**src/rtl/pc_sequencer.sv**
```systemverilog
// pc_sequencer
// Control sequencer for the picoMIPS core. Steps through IDLE -> FETCH ->
// EXEC (-> WAIT | HALT) and decides each cycle whether the PC increments,
// loads a branch target or holds. It also drives the register-file write
// strobe and stalls the core on an input-wait instruction.
//
// Handshake: in_ready is high only while the sequencer sits unstalled in
// WAIT; a transfer happens in the cycle where in_ready and in_valid are
// both 1, and that same cycle carries rf_we and pc_incr.
//
// Ports
//   clk        system clock, rising edge
//   reset      asynchronous active-high reset
//   opcode     opcode field from instruction memory (valid in FETCH)
//   target     branch/jump target field (valid in FETCH)
//   flag       ALU zero flag, used combinationally in EXEC
//   stall      freeze request for FETCH/EXEC/WAIT
//   in_valid   external input data valid
//   ir_en      instruction-register load strobe
//   pc_incr    PC increment strobe
//   pc_load    PC load strobe (PC takes pc_target)
//   pc_target  registered branch target
//   rf_we      register-file write strobe
//   in_ready   sequencer is waiting for input
//   halted     core stopped
//   illegal    sticky illegal-opcode flag
//   retired    saturating count of completed instructions
//   dbg_state  current sequencer state, for observation only
module pc_sequencer #(
    parameter int Psize = 6,
    parameter int CNTW  = 16
) (
    input  logic             clk,
    input  logic             reset,
    input  logic [2:0]       opcode,
    input  logic [Psize-1:0] target,
    input  logic             flag,
    input  logic             stall,
    input  logic             in_valid,
    output logic             ir_en,
    output logic             pc_incr,
    output logic             pc_load,
    output logic [Psize-1:0] pc_target,
    output logic             rf_we,
    output logic             in_ready,
    output logic             halted,
    output logic             illegal,
    output logic [CNTW-1:0]  retired,
    output logic [2:0]       dbg_state
);

    typedef enum logic [2:0] {
        S_IDLE  = 3'd0,
        S_FETCH = 3'd1,
        S_EXEC  = 3'd2,
        S_WAIT  = 3'd3,
        S_HALT  = 3'd4
    } state_t;

    localparam logic [2:0] OP_NOP  = 3'b000;
    localparam logic [2:0] OP_ALU  = 3'b001;
    localparam logic [2:0] OP_BEQ  = 3'b010;
    localparam logic [2:0] OP_BNE  = 3'b011;
    localparam logic [2:0] OP_JMP  = 3'b100;
    localparam logic [2:0] OP_WAIT = 3'b101;
    localparam logic [2:0] OP_HALT = 3'b110;
    localparam logic [2:0] OP_ILL  = 3'b111;

    state_t           r_state;
    state_t           w_next_state;
    logic [2:0]       r_op;
    logic [Psize-1:0] r_pc_target;
    logic [CNTW-1:0]  r_retired;
    logic             r_illegal;

    logic w_ir_en;
    logic w_pc_incr;
    logic w_pc_load;
    logic w_rf_we;
    logic w_in_ready;
    logic w_halted;
    logic w_latch;
    logic w_set_illegal;

    // Next-state and strobe decode. Stall only affects the three working
    // states; it leaves the state unchanged and suppresses every strobe.
    always_comb begin
        w_next_state  = r_state;
        w_ir_en       = 1'b0;
        w_pc_incr     = 1'b0;
        w_pc_load     = 1'b0;
        w_rf_we       = 1'b0;
        w_in_ready    = 1'b0;
        w_halted      = 1'b0;
        w_latch       = 1'b0;
        w_set_illegal = 1'b0;
        case (r_state)
            S_IDLE: begin
                w_next_state = S_FETCH;
            end
            S_FETCH: begin
                if (!stall) begin
                    w_ir_en      = 1'b1;
                    w_latch      = 1'b1;
                    w_next_state = S_EXEC;
                end
            end
            S_EXEC: begin
                if (!stall) begin
                    w_next_state = S_FETCH;
                    case (r_op)
                        OP_NOP: w_pc_incr = 1'b1;
                        OP_ALU: begin
                            w_rf_we   = 1'b1;
                            w_pc_incr = 1'b1;
                        end
                        OP_BEQ: begin
                            w_pc_load = flag;
                            w_pc_incr = !flag;
                        end
                        OP_BNE: begin
                            w_pc_load = !flag;
                            w_pc_incr = flag;
                        end
                        OP_JMP:  w_pc_load    = 1'b1;
                        OP_WAIT: w_next_state = S_WAIT;
                        OP_HALT: w_next_state = S_HALT;
                        OP_ILL: begin
                            w_pc_incr     = 1'b1;
                            w_set_illegal = 1'b1;
                        end
                        default: w_next_state = S_FETCH;
                    endcase
                end
            end
            S_WAIT: begin
                if (!stall) begin
                    w_in_ready = 1'b1;
                    if (in_valid) begin
                        w_rf_we      = 1'b1;
                        w_pc_incr    = 1'b1;
                        w_next_state = S_FETCH;
                    end
                end
            end
            S_HALT: begin
                w_halted = 1'b1;
            end
            default: w_next_state = S_IDLE;
        endcase
    end

    always_ff @(posedge clk or posedge reset) begin
        if (reset) begin
            r_state     <= S_IDLE;
            r_op        <= 3'b000;
            r_pc_target <= '0;
            r_retired   <= '0;
            r_illegal   <= 1'b0;
        end else begin
            r_state <= w_next_state;
            if (w_latch) begin
                r_op        <= opcode;
                r_pc_target <= target;
            end
            if (w_set_illegal) begin
                r_illegal <= 1'b1;
            end
            // Count completions; hold at all-ones instead of wrapping.
            if ((w_pc_incr || w_pc_load) && (r_retired != {CNTW{1'b1}})) begin
                r_retired <= r_retired + CNTW'(1);
            end
        end
    end

    assign ir_en     = w_ir_en;
    assign pc_incr   = w_pc_incr;
    assign pc_load   = w_pc_load;
    assign pc_target = r_pc_target;
    assign rf_we     = w_rf_we;
    assign in_ready  = w_in_ready;
    assign halted    = w_halted;
    assign illegal   = r_illegal;
    assign retired   = r_retired;
    assign dbg_state = r_state;

endmodule

```
**config.mk**
```make
export PLATFORM = sky130hd
export DESIGN_NAME = pc_sequencer
export DESIGN_NICKNAME = d
export VERILOG_FILES = /design/src/rtl/pc_sequencer.sv
export SDC_FILE = /design/constraint.sdc
export NUM_CORES = 1
export LEC_CHECK = 0
export CAP_MARGIN = 20
export CORE_MARGIN = 5
export CORE_UTILIZATION = 49
export CTS_CLUSTER_SIZE = 10
export DETAILED_ROUTE_END_ITERATION = 6
export GPL_TIMING_DRIVEN = 1
export PLACE_DENSITY = 0.84
export SLEW_MARGIN = 20
export SYNTH_ARGS = -nofsm -noshare
export SYNTH_HDL_FRONTEND = slang
export SYNTH_SLANG_ARGS = --single-unit
```
**constraint.sdc**
```tcl
create_clock -name clk -period 3.75 [get_ports clk]
set_input_delay 0.5625 -clock clk [delete_from_list [all_inputs] [get_ports clk]]
set_output_delay 0.5625 -clock clk [all_outputs]
set_load 0.1 [all_outputs]
```
# After elaboration in Yosys (flattened, before gate mapping)
# Index checks and enable logic that the tools add are counted.
[classes]
addsub = 1
eq_ne = 16
mux = 24
bitwise_logic = 1
reduce_logical = 7
[ops]
columns = ["op", "count"]
rows = [
  ["$add 16x1->16 const B", 1],
  ["$ne 16x16->1 const B", 1],
  ["$eq 3x3->1 const B", 5],
  ["$pmux 3 s5", 1],
  ["$mux 1", 14],
  ["$eq 3x2->1 const B", 4],
  ["$mux 3", 4],
  ["$ne 2x2->1 const B", 4],
  ["$eq 3x1->1 const B", 2],
  ["$logic_not 3->1", 2],
  ["$pmux 1 s3", 2],
  ["$pmux 3 s2", 1],
  ["$reduce_and 5->1", 1],
  ["$pmux 1 s2", 2],
  ["$reduce_or 3->1", 1],
  ["$logic_and 1x1->1", 1],
  ["$logic_not 1->1", 1],
  ["$logic_or 1x1->1", 1],
  ["$not 1->1", 1],
]
[totals]
regBits = 29
output_inout_bits = 32

# Logic depth before layout (Yosys ltp)
# Gate-level depths: netlist of run 1.
[logic_depth]
depth_word = 7
depth_mapped = 6

# Worst setup path after synthesis of run 1
# Ideal clock, no wire load.
[synth_path]
path_kind = "register -> output"
start = "reg r_state[1], in the netlist dbg_state[1]"
end = "out rf_we"
t_arrival_ns = 4.668
required_ns = 3.188
setup_slack_ns = -1.480
path_stages_with_launch = 3
path_buffers = 0
path_cell_list = "dfrtp_1 -> or4b_4 -> o41ai_1"
[synth_between]
elab_chain_len = 2
elab_cells_between_ends = 3
[synth_lines]
columns = ["item", "line_no", "text"]
rows = [
  ["start: declaration", "69", "state_t r_state;"],
  ["start signal: assignment", "161", "r_state <= w_next_state;"],
  ["$eq 3x2->1", "97", "case (r_state)"],
  ["$pmux 1 s2 (*)", "97", ""],
  ["end: declaration", "44", "output logic rf_we,"],
]
# Every way passes the cells marked *; elsewhere a longest branch is shown, timed or not.

# Worst setup path in the final report of run 1
[layout_path]
start = "reg r_state[1], in the netlist dbg_state[1]"
end = "out halted"
[layout_between]
elab_chain_len = 2
[layout_lines]
columns = ["item", "line_no", "text"]
rows = [
  ["$eq 3x3->1", "97", ""],
  ["$mux 1", "97", ""],
  ["end: declaration", "46", "output logic halted,"],
]
# Every way passes these cells.

==> run_results.csv, run 1 <==
group,metric,value,unit
sta,min_period_over_period,74.2,%
placement,port_buffers,45,
power_and_ir_drop,power,1.89,mW
sta,tns,0,ns
worst_setup_path,crit_fanout,9,
synthesis,syn_inst,136,
sta,final-setup-viol-count,0,
route,drc,0,
layout,drive_above_1_share,16.1,%
route,vias,1191,
clocking,cts_max_path_buffers,2,
synthesis,ys_seq_area_share,50.1,%
sta,rsz0062_at_grt,"false",
global_routing,track_usage,17.8,%
sta,max_slew_margin,32.9,%
global_routing,antenna_found_initial,0,
status,outcome,"completed",
layout,mostFrequentLayoutCell,"clkdlybuf4s50_1",
clocking,numClockSinks,29,
worst_setup_path,worstSetupPathType,"flop to output pin",
route,drtIter0Drc,105,
sta,fin_ws,0.966,ns
clocking,post_cts_buffers,0,
clocking,ctsHoldBuffers,0,
power_and_ir_drop,vdd_drop_max,721,uV
worst_setup_path,crit_arrival,2.22,ns
synthesis,netlist_area,1450,sq um
placement,place_ws,0.998,ns
clocking,cts_tree,"built",
route,drt-vias-per-instance,5.49,
floorplan,ios,46,
synthesis,synth_seq_cells,29,
placement,gp_congestion,0.852,
global_routing,grt_pass1_wl,5660,um
worst_setup_path,endpoint_kind,"output pin",
synthesis,syn_nets,151,
route,totalWireLength,3360,um
worst_setup_path,cp_data_required_time,3.19,ns
job,drv_cap,0,
synthesis,ys_types,35,
sta,clock-skew-final,0.00826,ns
floorplan,start_util,51.7,%
floorplan,die_x,64.4,um
sta,fmax,359,MHz
power_and_ir_drop,power_density,934,nW/um^2
layout,fin_nets,200,
layout,layout.cells.non_filler,217,
clocking,clk_pin_slew,0.09,ns
sta,period_needed,2.78,ns
layout,final_cell_mix,"clkdlybuf4s50_1, dfrtp_1, nor2_1, xor2_1",
synthesis,synth_edf_count,0,
placement,place_area,1940,sq um
global_routing,grt_max_degree,30,
floorplan,core_area,2810,sq um
layout,syn_to_final_growth,39.6,%
synthesis,synth_ff_type,"dfrtp_1",
floorplan,rows,19,
clocking,cts_resized,0,
route,detail-route-antenna-nets,0,
layout,stdcell_area,2020,sq um
route,wl_per_cell,15.5,um
sta,worstMarginPinSlew,1.00,ns
sta,drv_slew,0,
layout,fill_cells,207,
sta,hold_viol,0,
global_routing,globalRouteOverflowTotal,0,
hold_path,hold_path_class,"flop to flop",
floorplan,dieArea,4140,sq um
worst_setup_path,crit_path_start_kind,"flop",
clocking,root_buffer,"clkbuf_4",
synthesis,postSynthAreaPerCell,10.7,sq um
clocking,cts_max_level,2,
placement,dp_hpwl,2570,um
clocking,numCtsBuffers,5,
floorplan,dieHeight,64.4,um
clocking,clk_latency,0.33,ns
synthesis,async_reset_ff_share,100,%
layout,antenna_cells,0,
placement,placed_cells,209,
route,firstDrtPassIters,4,
power_and_ir_drop,power_leakage,0.904,nW
global_routing,grt_pass1_vias,1255,
synthesis,yosys_warnings,0,
## flip-flops by register name, summed over array words and instances (netlist names)
name / count
dbg_state: 3
illegal: 1
pc_target: 6
r_op: 3
retired: 16
## Yosys cell counts (2+ instances only)
| master | n | area [sq um] |
|---|---|---|
| a21oi_1 | 5 | 25.0 |
| and3_1 | 4 | 25.0 |
| clkbuf_1 | 3 | 11.3 |
| dfrtp_1 | 29 | 726 |
| inv_1 | 8 | 30.0 |
| mux2_2 | 8 | 90.1 |
| nand2_1 | 8 | 30.0 |
| nand2b_1 | 2 | 12.5 |
| nand3_1 | 8 | 40.0 |
| nand4_1 | 2 | 12.5 |
| nor2_1 | 12 | 45.0 |
| nor3_1 | 7 | 35.0 |
| o21ai_0 | 3 | 15.0 |
| o41ai_1 | 2 | 17.5 |
| xnor2_1 | 5 | 43.8 |
| xor2_1 | 11 | 96.3 |
## path summary, 6_finish.rpt
check | from | to | slack, ns | cells past startpoint
hold reg to reg | retired[15] | retired[15] | 0.49 | 1
min in group asynchronous | reset | retired[2] | 0.62 | 2
max in group asynchronous | reset | pc_target[0] | 2.74 | 2
hold / removal | retired[15] | retired[15] | 0.49 | 1
setup / recovery | dbg_state[1] | halted | 0.97 | 4
setup reg to reg | retired[0] | retired[1] | 1.56 | 5
## cells by family after synthesis
group / count (synthesis) / synth area share [%]
AO/OA/AOI/OAI: 17 / 9.15
adder cells (fa/ha/maj): 1 / 0.863
AND/OR/NAND/NOR: 52 / 19.8
buffers and inverters: 12 / 3.19
multiplexers: 9 / 7.25
flip-flops: 29 / 50.1
XOR/XNOR: 16 / 9.67
## area by class of cell
type	count	area [sq um]	area share, %
sequential	29	726	35.9
multi-input combinational	95	684	33.8
timing repair buffer	46	458	22.6
clock buffer	7	55.1	2.72
tap	31	38.8	1.92
clock inverter	1	30.0	1.49
inverter	8	30.0	1.49
## per-layer routing
layer  wire [um]  global-route usage [%]  share of wire [%]
met1        1450                    20.5                 43
met2        1680                    30.2                 50
met3         177                    6.30                5.3
met4          53                    6.86                1.6
met5           0                       0                  0
## report_power, final
| part | switching (mW) | internal [mW] | leakage (nW) |
|---|---|---|---|
| logic | 0.804 | 0.296 | 0.507 |
| clock network | 0.105 | 0.159 | 0.0455 |
| registers | 0.122 | 0.402 | 0.351 |
## metrics by stage
stage	hold WS, ns	utilization (%)
floorplan	0.595	-
global placement	0.479	69.0
detailed placement	0.480	69.0
CTS	0.496	72.1
global route	0.523	72.1
finish	0.492	72.1
## worst max-delay path, cell delays in order, from the launching register on
cell	delay (ns)
dfrtp_1	0.47
nor2_1	0.14
nand2_1	0.09
inv_1	0.07
clkdlybuf4s50_1	1.13
Power figures use the tool's default switching activity.
==> run 2: changes to the inputs <==
--- a/config.mk
+++ b/config.mk
@@ -7,11 +7,11 @@
 export LEC_CHECK = 0
 export CAP_MARGIN = 20
 export CORE_MARGIN = 5
-export CORE_UTILIZATION = 49
+export CORE_UTILIZATION = 46
 export CTS_CLUSTER_SIZE = 10
 export DETAILED_ROUTE_END_ITERATION = 6
 export GPL_TIMING_DRIVEN = 1
-export PLACE_DENSITY = 0.84
+export PLACE_DENSITY = 0.79
 export SLEW_MARGIN = 20
 export SYNTH_ARGS = -nofsm -noshare
 export SYNTH_HDL_FRONTEND = slang
==> constraint.sdc (replaced) <==
create_clock -name clk -period 2.7 [get_ports clk]
set_input_delay 0.405 -clock clk [delete_from_list [all_inputs] [get_ports clk]]
set_output_delay 0.405 -clock clk [all_outputs]
set_load 0.1 [all_outputs]
==> run 2 against run 1 <==
  * Core utilization decreased by 4.0 points
  * Clock power increased by 2%
  * Sequential share of layout area about the same
  * Cell count increased by 7.4%
  * Clock skew increased by 0.0040 ns
  * Critical path type unchanged
  * Total power increased by 36%
  * Non-clock buffer count increased by 3
==> run_results.csv, run 2 (synthesized netlist as in run 1, its figures left out) <==
group,metric,value,unit
sta,tns,0,ns
layout,stdcell_area,2060,sq um
route,totalWireLength,3270,um
clocking,root_buffer,"clkbuf_4",
layout,largest_reg_flops,16,
power_and_ir_drop,pwr-share-seq,29.3,%
route,drc,0,
route,wl_per_cell,14.0,um
worst_setup_path,endpoint_kind,"output pin",
layout,syn_to_final_growth,42.2,%
sta,drv_slew,0,
clocking,clk_pin_slew,0.09,ns
route,drtIter0Drc,69,
clocking,numClockSinks,29,
clocking,cts_max_path_buffers,2,
sta,period_needed,2.51,ns
clocking,clk_latency,0.33,ns
power_and_ir_drop,vdd_drop_max,972,uV
clocking,post_cts_buffers,0,
route,firstDrtPassIters,4,
layout,mostFrequentLayoutCell,"buf_4",
sta,final-setup-viol-count,0,
floorplan,rows,20,
route,vias,1171,
placement,port_buffers,45,
worst_setup_path,r2r_setup_slack,0.58,ns
worst_setup_path,crit_fanout,7,
job,drv_cap,0,
floorplan,die_x,66.1,um
sta,fmax,398,MHz
placement,gp_congestion,0.867,
worst_setup_path,cp_cell_sequence,"or4b_4, o41ai_4, buf_12",
global_routing,globalRouteOverflowTotal,0,
worst_setup_path,slowest_delay,0.60,ns
worst_setup_path,crit_arrival,2.11,ns
route,detail-route-antenna-nets,0,
placement,place_area,2000,sq um
power_and_ir_drop,combPwrFrac,60.3,%
power_and_ir_drop,power_leakage,0.962,nW
clocking,cts_resized,0,
clocking,cts_max_level,2,
global_routing,track_usage,17.7,%
sta,clock-skew-final,0.0122,ns
worst_setup_path,slowest_stage,"or4b_4",
floorplan,start_util,47.9,%
layout,drive_above_1_share,34.4,%
sta,hold_viol,0,
placement,dp_hpwl,2610,um
sta,worstMarginPinSlew,0.707,ns
worst_setup_path,worstSetupPathType,"flop to output pin",
power_and_ir_drop,power_density,1240,nW/um^2
layout,final_cell_mix,"buf_4, dfrtp_1, clkdlybuf4s50_1, xor2_1, nor2_1",
floorplan,ios,46,
hold_path,hold_path_class,"primary input to async pin",
sta,max_slew_margin,52.8,%
clocking,ctsHoldBuffers,0,
global_routing,antenna_found_initial,0,
power_and_ir_drop,p_int,1.12,mW
sta,min_period_over_period,93.1,%
status,outcome,"completed",
power_and_ir_drop,p_switching,1.44,mW
worst_setup_path,path_delay_family,"simple AND/OR/NAND/NOR gates",
layout,fin_nets,203,
clocking,cts_tree,"built",
route,drt-vias-per-instance,5.03,
worst_setup_path,cp_data_required_time,2.30,ns
floorplan,dieHeight,66.1,um
global_routing,grt_pass1_vias,1232,
sta,hold_ws,0.481,ns
floorplan,core_area,3030,sq um
global_routing,grt_pass1_wl,5810,um
power_and_ir_drop,power,2.56,mW
power_and_ir_drop,sw_frac_of_total,56.2,%
worst_setup_path,critPathBufInv,1,
power_and_ir_drop,pwr-share-clk,10.5,%
worst_setup_path,crit_path_start_kind,"flop",
sta,rsz0062_at_grt,"false",
layout,antenna_cells,0,
clocking,numCtsBuffers,5,
global_routing,grt_max_degree,20,
floorplan,dieArea,4370,sq um
layout,final_core_util,68.1,%
==> run 2: cell count changes in the layout (fill, tap and decap cells not counted), moves of 2 or more <==
cell,change
buf_12,+5
dfrtp_4,+3
dfrtp_1,-5
dfrtp_2,+2
clkdlybuf4s50_1,-27
buf_4,+25
==> run 2: final cells by class <==
cell class / count / area [sq um]
tap: 44 / 55.1
clock buffer: 8 / 58.8
inverter: 8 / 30.0
fill: 247 / 967
sequential: 29 / 739
multi-input combinational: 95 / 702
timing repair buffer: 49 / 475
==> run 2: worst register-to-register path, stage by stage (launching register included) <==
cell	delay, ns
dfrtp_2	0.43
ha_1	0.24
nand3_1	0.12
or4_4	0.54
o22ai_4	0.35
mux2_4	0.33
==> run 2: metrics by stage <==
step	setup slack, ns	std cells
4_1_cts	0.163	233
3_3_place_gp	0.220	225
5_1_grt	0.103	233
6_report	0.185	233
3_5_place_dp	0.191	225
2_1_floorplan	-0.155	136
==> run 2: layer usage <==
| metal | track usage, % | wire length [um] | share of wire [%] | vias up |
|---|---|---|---|---|
| li1 | - | - | - | 574 |
| met1 | 22.8 | 1370 | 42 | 555 |
| met2 | 27.5 | 1630 | 50 | 35 |
| met3 | 7.14 | 234 | 7.2 | 7 |
| met4 | 4.57 | 40 | 1.2 | 0 |
| met5 | 0 | 0 | 0 | - |
==> run 2: power groups by stage <==
| stage | logic (mW) | clock network, mW | registers, mW |
|---|---|---|---|
| final | 1.54 | 0.268 | 0.750 |
| after global routing | 1.61 | 0.304 | 0.780 |
| after CTS | 1.56 | 0.281 | 0.749 |
| after detailed placement | 1.56 | 0 | 0.757 |
| after global placement | 1.54 | 0 | 0.745 |
| after floorplan | 0.521 | 0 | 1.41 |
==> run 2: final timing paths <==
path | from | endpoint | cells after the start
min in group clk | retired[15] | retired[15] | 1
setup / recovery | dbg_state[0] | rf_we | 3
max in group asynchronous | reset | retired[14] | 3
hold reg to reg | retired[15] | retired[15] | 1
hold / removal | reset | dbg_state[2] | 2
setup reg to reg | retired[0] | retired[1] | 5
